`src/rtl/iomem_initiator.sv`:
```
// iomem_initiator: command-FIFO fed initiator for the PicoSoC iomem bus.
// Each queued command becomes one bus transaction; an unanswered request times out into an error response.
module iomem_initiator #(
    parameter int CMD_DEPTH      = 4,
    parameter int TIMEOUT_CYCLES = 255
) (
    input  logic        clk,
    input  logic        resetn,
    input  logic        cmd_valid,
    output logic        cmd_ready,
    input  logic [31:0] cmd_addr,
    input  logic [31:0] cmd_wdata,
    input  logic [3:0]  cmd_wstrb,
    output logic        rsp_valid,
    input  logic        rsp_ready,
    output logic [31:0] rsp_rdata,
    output logic        rsp_write,
    output logic        rsp_error,
    output logic        iomem_valid,
    input  logic        iomem_ready,
    output logic [31:0] iomem_addr,
    output logic [31:0] iomem_wdata,
    output logic [3:0]  iomem_wstrb,
    input  logic [31:0] iomem_rdata,
    output logic        busy
);
    localparam int AW = $clog2(CMD_DEPTH);
    localparam int CW = (TIMEOUT_CYCLES > 0) ? $clog2(TIMEOUT_CYCLES + 1) : 1;
    localparam logic [CW-1:0] CNT_MAX  = '1;
    localparam logic [CW-1:0] CNT_LAST = CW'(TIMEOUT_CYCLES - 1);

    typedef enum logic [1:0] {IDLE, REQ, RSP} state_t;

    typedef struct packed {
        logic [31:0] addr;
        logic [31:0] wdata;
        logic [3:0]  wstrb;
    } entry_t;

    entry_t        fifo_q [CMD_DEPTH];
    entry_t        head;
    logic [AW-1:0] wr_ptr_q, wr_ptr_d, rd_ptr_q, rd_ptr_d;
    logic [AW:0]   count_q, count_d;
    logic          push, pop, full, empty;

    state_t        state_q, state_d;
    logic [CW-1:0] cnt_q, cnt_d;
    logic          ivalid_q, ivalid_d;
    logic [31:0]   iaddr_q, iaddr_d, iwdata_q, iwdata_d;
    logic [3:0]    iwstrb_q, iwstrb_d;
    logic          rvalid_q, rvalid_d, rwrite_q, rwrite_d, rerror_q, rerror_d;
    logic [31:0]   rrdata_q, rrdata_d;

    assign full      = (count_q == (AW+1)'(CMD_DEPTH));
    assign empty     = (count_q == '0);
    assign cmd_ready = resetn & ~full;
    assign push      = cmd_valid & cmd_ready;
    assign head      = fifo_q[rd_ptr_q];

    // Storage needs no reset: occupancy is tracked by the pointers and count.
    always_ff @(posedge clk) begin
        if (push) fifo_q[wr_ptr_q] <= {cmd_addr, cmd_wdata, cmd_wstrb};
    end

    always_comb begin
        wr_ptr_d = push ? wr_ptr_q + AW'(1) : wr_ptr_q;
        rd_ptr_d = pop  ? rd_ptr_q + AW'(1) : rd_ptr_q;
        count_d  = count_q;
        if (push && !pop)      count_d = count_q + (AW+1)'(1);
        else if (!push && pop) count_d = count_q - (AW+1)'(1);
    end

    always_comb begin
        state_d  = state_q;
        cnt_d    = cnt_q;
        ivalid_d = ivalid_q;
        iaddr_d  = iaddr_q;
        iwdata_d = iwdata_q;
        iwstrb_d = iwstrb_q;
        rvalid_d = rvalid_q;
        rwrite_d = rwrite_q;
        rerror_d = rerror_q;
        rrdata_d = rrdata_q;
        pop      = 1'b0;
        case (state_q)
            IDLE: begin
                if (!empty) begin
                    pop      = 1'b1;
                    iaddr_d  = head.addr;
                    iwdata_d = head.wdata;
                    iwstrb_d = head.wstrb;
                    ivalid_d = 1'b1;
                    cnt_d    = '0;
                    state_d  = REQ;
                end
            end
            REQ: begin
                if (iomem_ready) begin
                    ivalid_d = 1'b0;
                    rvalid_d = 1'b1;
                    rwrite_d = (iwstrb_q != '0);
                    rerror_d = 1'b0;
                    rrdata_d = (iwstrb_q == '0) ? iomem_rdata : '0;
                    state_d  = RSP;
                end else begin
                    if (cnt_q != CNT_MAX) cnt_d = cnt_q + CW'(1);
                    // Compared before the increment so valid stays up exactly TIMEOUT_CYCLES cycles.
                    if (TIMEOUT_CYCLES != 0 && cnt_q == CNT_LAST) begin
                        ivalid_d = 1'b0;
                        rvalid_d = 1'b1;
                        rwrite_d = (iwstrb_q != '0);
                        rerror_d = 1'b1;
                        rrdata_d = '0;
                        state_d  = RSP;
                    end
                end
            end
            RSP: begin
                if (rvalid_q && rsp_ready) begin
                    rvalid_d = 1'b0;
                    state_d  = IDLE;
                end
            end
            default: state_d = IDLE;
        endcase
    end

    always_ff @(posedge clk or negedge resetn) begin
        if (!resetn) begin
            wr_ptr_q <= '0;
            rd_ptr_q <= '0;
            count_q  <= '0;
            state_q  <= IDLE;
            cnt_q    <= '0;
            ivalid_q <= 1'b0;
            iaddr_q  <= '0;
            iwdata_q <= '0;
            iwstrb_q <= '0;
            rvalid_q <= 1'b0;
            rwrite_q <= 1'b0;
            rerror_q <= 1'b0;
            rrdata_q <= '0;
        end else begin
            wr_ptr_q <= wr_ptr_d;
            rd_ptr_q <= rd_ptr_d;
            count_q  <= count_d;
            state_q  <= state_d;
            cnt_q    <= cnt_d;
            ivalid_q <= ivalid_d;
            iaddr_q  <= iaddr_d;
            iwdata_q <= iwdata_d;
            iwstrb_q <= iwstrb_d;
            rvalid_q <= rvalid_d;
            rwrite_q <= rwrite_d;
            rerror_q <= rerror_d;
            rrdata_q <= rrdata_d;
        end
    end

    assign iomem_valid = ivalid_q;
    assign iomem_addr  = iaddr_q;
    assign iomem_wdata = iwdata_q;
    assign iomem_wstrb = iwstrb_q;
    assign rsp_valid   = rvalid_q;
    assign rsp_rdata   = rrdata_q;
    assign rsp_write   = rwrite_q;
    assign rsp_error   = rerror_q;
    assign busy        = (state_q != IDLE) || !empty;

endmodule

```
`config.mk`:
```
export PLATFORM = sky130hd
export DESIGN_NAME = iomem_initiator
export DESIGN_NICKNAME = d
export VERILOG_FILES = /design/src/rtl/iomem_initiator.sv
export SDC_FILE = /design/constraint.sdc
export NUM_CORES = 1
export LEC_CHECK = 0
export ABC_CLOCK_PERIOD_IN_PS = 5970
export BUFFER_PORTS_ARGS = -buffer_cell sky130_fd_sc_hd__buf_4
export CAP_MARGIN = 20
export CELL_PAD_IN_SITES_DETAIL_PLACEMENT = 1
export CELL_PAD_IN_SITES_GLOBAL_PLACEMENT = 1
export CORE_ASPECT_RATIO = 1.2
export CORE_UTILIZATION = 40
export DETAILED_ROUTE_END_ITERATION = 16
export PLACE_DENSITY = 0.71
export SETUP_SLACK_MARGIN = 0.15
export SLEW_MARGIN = 25
export SYNTH_ARGS = -nofsm -noshare
export SYNTH_HDL_FRONTEND = slang
export SYNTH_SLANG_ARGS = --single-unit
```
`constraint.sdc`:
```
create_clock -name clk -period 5.97 [get_ports clk]
set_clock_uncertainty 0.2 [all_clocks]
set_input_delay 1.194 -clock clk [delete_from_list [all_inputs] [get_ports clk]]
set_output_delay 1.194 -clock clk [all_outputs]
set_load 0.005 [all_outputs]
```
* Yosys cells after proc, flatten, opt, wreduce, memory -nomap -nowiden
Memory sizes are Yosys's and may differ from the RTL's. A register that Yosys moved wholly into a read port is not among the register bits. Index checks and enable logic that the tools add are counted. W data, S select, Z words.
Word-level totals: bits of input ports 105, register bits after elaboration 53, word-level logic and storage cells 82, memories kept 1, RAM bits 272
Operators by class: add/sub/neg operators 5, equal/unequal tests 10, multiplexer cells 29, reductions and logical operators 23, bitwise logic cells 4
Memories:
- fifo_q | words 4, width 68, rd ports 1, clocked after memory_dff 1, wr ports 1, RTL line 40 | entry_t fifo_q [CMD_DEPTH];
Operator list (count):
- $mux W32 | 3
- $mux W8 | 3
- $pmux W8 S2 | 1
- $mux W1 | 13
- $reduce_bool A2 Y1 | 5
- $reduce_and A3 Y1 | 3
- $add A8 B1 Y8 const B | 1
- $eq A8 B8 Y1 const B | 1
- $mux W2 | 4
- $ne A2 B2 Y1 const B | 4
- $ne A8 B8 Y1 const B | 1
- $mux W3 | 2
- $pmux W2 S3 | 1
- $add A2 B1 Y2 const B | 2
- $logic_not A1 Y1 | 4
- $logic_not A4 Y1 | 1
- $pmux W1 S2 | 2
- $reduce_and A2 Y1 | 2
- $reduce_and A4 Y1 | 1
- $reduce_bool A4 Y1 | 1
- $add A3 B1 Y3 const B | 1
- $eq A3 B3 Y1 const B | 1
- $logic_and A1 B1 Y1 | 3
- $logic_not A3 Y1 | 1
- other kinds (8) | 10

* Depth between registers and ports, before layout
word-level depth 8, gate-level depth with buffers 10, gate-level depth less buffers 9

* Worst setup path before layout
No wires, ideal clock.
path type input-to-reg, start point input port resetn, end point memory fifo_q[0][0] (netlist name) (enable), path slack 2.155 ns, arrival 3.181 ns, stages 2, library setup time 0.434 ns, required time 5.336 ns, path through a21boi_1 > and3_1
On the way: longest elaborated chain between the ends 4
RTL lines:
- start, declared | RTL line 8 | input logic resetn,
- $and A1 B1 Y1 | RTL line 56 | assign cmd_ready = resetn & ~full;
- $and A1 B1 Y1 | RTL line 57 | assign push = cmd_valid & cmd_ready;
- $mux W1 | RTL line 62 | if (push) fifo_q[wr_ptr_q] <= {cmd_addr, cmd_wdata, cmd_wstrb};
- $mux W1 (implied by the code) | RTL line 62
- end, declared | RTL line 40
No other way between the ends.

* Worst setup path in the final report
start point input port resetn, end point output port cmd_ready
On the way: longest elaborated chain between the ends 1
RTL lines:
- $and A1 B1 Y1 | RTL line 56
- end, declared | RTL line 10 | output logic cmd_ready,
No other way between the ends.

==> results.yml <==
cts:
  cts_setup_buffers: 0
  clock_path_buffers: 3
  clock-root-buffer: "clkbuf_16"
  cts_hold_repair.buffers: 0
  cts-resized-gates: 0
  htreeDepth: 2
  clock_latency_ns: 0.54
  clk_pin_slew_ns: 0.06
  cts_tree: "done"
  clock_sinks: 393
  cts_inserted_buffers: 38
place:
  dp_hpwl_microns: 20200
  numPortBuffers: 210
  dpl_cell_area_sq_mm: 0.0168
  routabilityCongestion: 0.748
  dp_cells: 1478
final_layout:
  area_growth_pct: 22.9
  fillers: 3454
  final_common_cell: "edfxtp_1"
  final_cell_mix: "edfxtp_1, buf_4, nand2_1"
  diodes: 0
  layout-drive-gt1-share: 0.337
  finalInstanceArea_sq_mm: 0.0180
  layout.nets: 1163
  fin_cells: 1548
setup_path:
  critPathKind: "input port to output pin"
  crit_required_ns: 4.58
  reg2reg_depth: 4
  regToRegStartpoint: "count_q[0]$_DFFE_PN0P_"
  path_buf_inv: 2
  end_kind: "output pin"
  path_cells: "buf_6 -> a21boi_1 -> buf_4"
  worstReg2RegEnd: "fifo_q[3][56]$_DFFE_PP_"
  setup.worst_path.end: "cmd_ready"
  reg2reg_slack_ns: 3.23
  path_depth: 3
  crit_slowest_cell: "a21boi_1"
  critPathLaunchType: "input port"
  max_stage_delay_ns: 0.47
  cp.arrival_ns: 2.15
  cp_max_fo: 33
  crit_path_start: "resetn"
  crit_family: "compound AO/OA/AOI/OAI gates"
die:
  core_sq_mm: 0.0360
  dieArea_sq_mm: 0.0375
  die_x_microns: 177
  initial_core_util: 0.407
  num_rows: 76
  chipHeight_microns: 212
  io_pins: 211
timing:
  final_hold_viol_count: 0
  slew-limit-headroom: 0.367
  setup_tns_ns: 0
  fmaxAchievable_ghz: 0.282
  rsz0062_at_grt: "false"
  finalSetupViolations: 0
  slew_violations: 0
  period_minus_slack_ns: 3.54
  worst_pin_slew_ns: 0.950
  fin_crit_sh: 0.593
logic_synthesis:
  synth_cell_types: 50
  synth_flop_cell: "edfxtp_1"
  synth_seq_cells: 393
  synth_fp_nets: 943
  avgSynthCellArea_sq_um: 17.7
  synth_edf_count: 272
  async_flop_share: 0.308
  synthCells: 830
  syn_area_sq_mm: 0.0147
  ys_seq_area_frac: 0.763
  ys_warn_count: 0
outcome:
  status: "completed"
global_routing:
  grt_overflow: 0
  grt_pass1_vias: 8612
  antenna_found_initial: 2
  track_usage: 0.175
  grt_max_degree: 73
  grt_pass1_wl_microns: 49300
drt:
  wl_per_cell_microns: 20.8
  ant_nets: 0
  drc_errors: 0
  vias: 7905
  drt_wl_total_microns: 32200
  firstDrtPassIters: 4
  drt_iter0_drc: 391
  viasPerCell: 5.11
power:
  ir_drop_v: 0.000214
  power_leakage_uw: 0.00712
  p_per_area_mw_per_mm2: 496
worst_hold_path:
  worstHoldPathType: "register to register"
run:
  drv_cap: 0
## how the worst min path moves through the flow
stage	slack, ns	to	startpoint	cells past startpoint
2_1_floorplan	0.27	iomem_addr[0]$_DFFE_PN0P_	iomem_addr[0]$_DFFE_PN0P_	2
5_1_grt	0.30	iomem_addr[12]$_DFFE_PN0P_	iomem_addr[12]$_DFFE_PN0P_	2
3_3_place_gp	0.26	iomem_addr[14]$_DFFE_PN0P_	iomem_addr[14]$_DFFE_PN0P_	2
4_1_cts	0.28	iomem_addr[12]$_DFFE_PN0P_	iomem_addr[12]$_DFFE_PN0P_	2
6_report	0.28	iomem_addr[12]$_DFFE_PN0P_	iomem_addr[12]$_DFFE_PN0P_	2
3_5_place_dp	0.27	iomem_wdata[18]$_DFFE_PN0P_	iomem_wdata[18]$_DFFE_PN0P_	2
## stage by stage
step / hold WS (ns) / setup WS, ns / total power (uW) / util
after global routing: 0.302 / 2.31 / 9460 / 0.500
after floorplan: 0.270 / 2.16 / 5480 / -
final: 0.278 / 2.43 / 8950 / 0.500
after global placement: 0.261 / 2.19 / 6550 / 0.463
after CTS: 0.284 / 2.41 / 9110 / 0.500
after detailed placement: 0.269 / 2.16 / 6670 / 0.466
## synth_stat cells (2+ instances only)
| master | n | area, sq um |
|---|---|---|
| edfxtp_1 | 272 | 8170 |
| nand2_1 | 213 | 800 |
| dfrtp_1 | 121 | 3030 |
| mux4_2 | 68 | 1530 |
| a22o_1 | 32 | 280 |
| buf_2 | 21 | 105 |
| clkbuf_1 | 11 | 41.3 |
| a21oi_1 | 9 | 45.0 |
| inv_1 | 9 | 33.8 |
| ha_1 | 7 | 87.6 |
| and3_1 | 5 | 31.3 |
| xnor2_1 | 5 | 43.8 |
| buf_6 | 4 | 45.0 |
| nor2_1 | 4 | 15.0 |
| buf_4 | 3 | 22.5 |
| nand3_1 | 3 | 15.0 |
| o41ai_1 | 3 | 26.3 |
| mux2_2 | 2 | 22.5 |
| mux2i_1 | 2 | 20.0 |
| nand4_1 | 2 | 12.5 |
| nor2_2 | 2 | 12.5 |
| o21ai_0 | 2 | 10.0 |
| o311a_1 | 2 | 20.0 |
| xor2_1 | 2 | 17.5 |
## cell type report
cell class                 instances  area [sq um]  share of cell area
clock buffer                      54          1050              0.0583
clock inverter                    16           199              0.0110
inverter                          10          38.8             0.00215
multi-input combinational        387          3240               0.180
sequential                       393         11200               0.621
tap                              468           586              0.0325
timing repair buffer             220          1720              0.0951
## where the power goes
part           switching [uW]  leakage (uW)  internal [uW]
Sequential                431       0.00400           3540
Clock                    1010      0.000610           1410
Combinational            1280       0.00251           1280
Total                    2720       0.00712           6230
## logic make-up after synthesis
group,Yosys count,share of synthesized area
AOI/OAI and AO/OA,60,0.0333
xor gates and xnor gates,7,0.00418
adders and majority gates,8,0.00733
buffers and inverters,50,0.0175
DFF,393,0.763
muxes,72,0.107
and+or+nand+nor,240,0.0675
## layer usage
layer,track usage,share of wire,vias up
li1,-,-,3554
met2,0.306,0.51,207
met5,0,0.00096,-
met1,0.216,0.41,4088
met3,0.0366,0.050,52
met4,0.0568,0.025,4
## worst min-delay path, delay by kind of cell (launching register included)
kind / cells / cell delay, ns
and+or+nand+nor: 2 / 0.10
DFF: 1 / 0.34
## registers in the layout, indices dropped and copies added (netlist names), 2 cells and up
name / cells
cnt_q: 8
count_q: 3
fifo_q: 272
iomem_addr: 32
iomem_wdata: 32
iomem_wstrb: 4
rd_ptr_q: 2
rsp_rdata: 32
state_q: 2
wr_ptr_q: 2
Note: power is estimated with default switching activity, not from simulation.
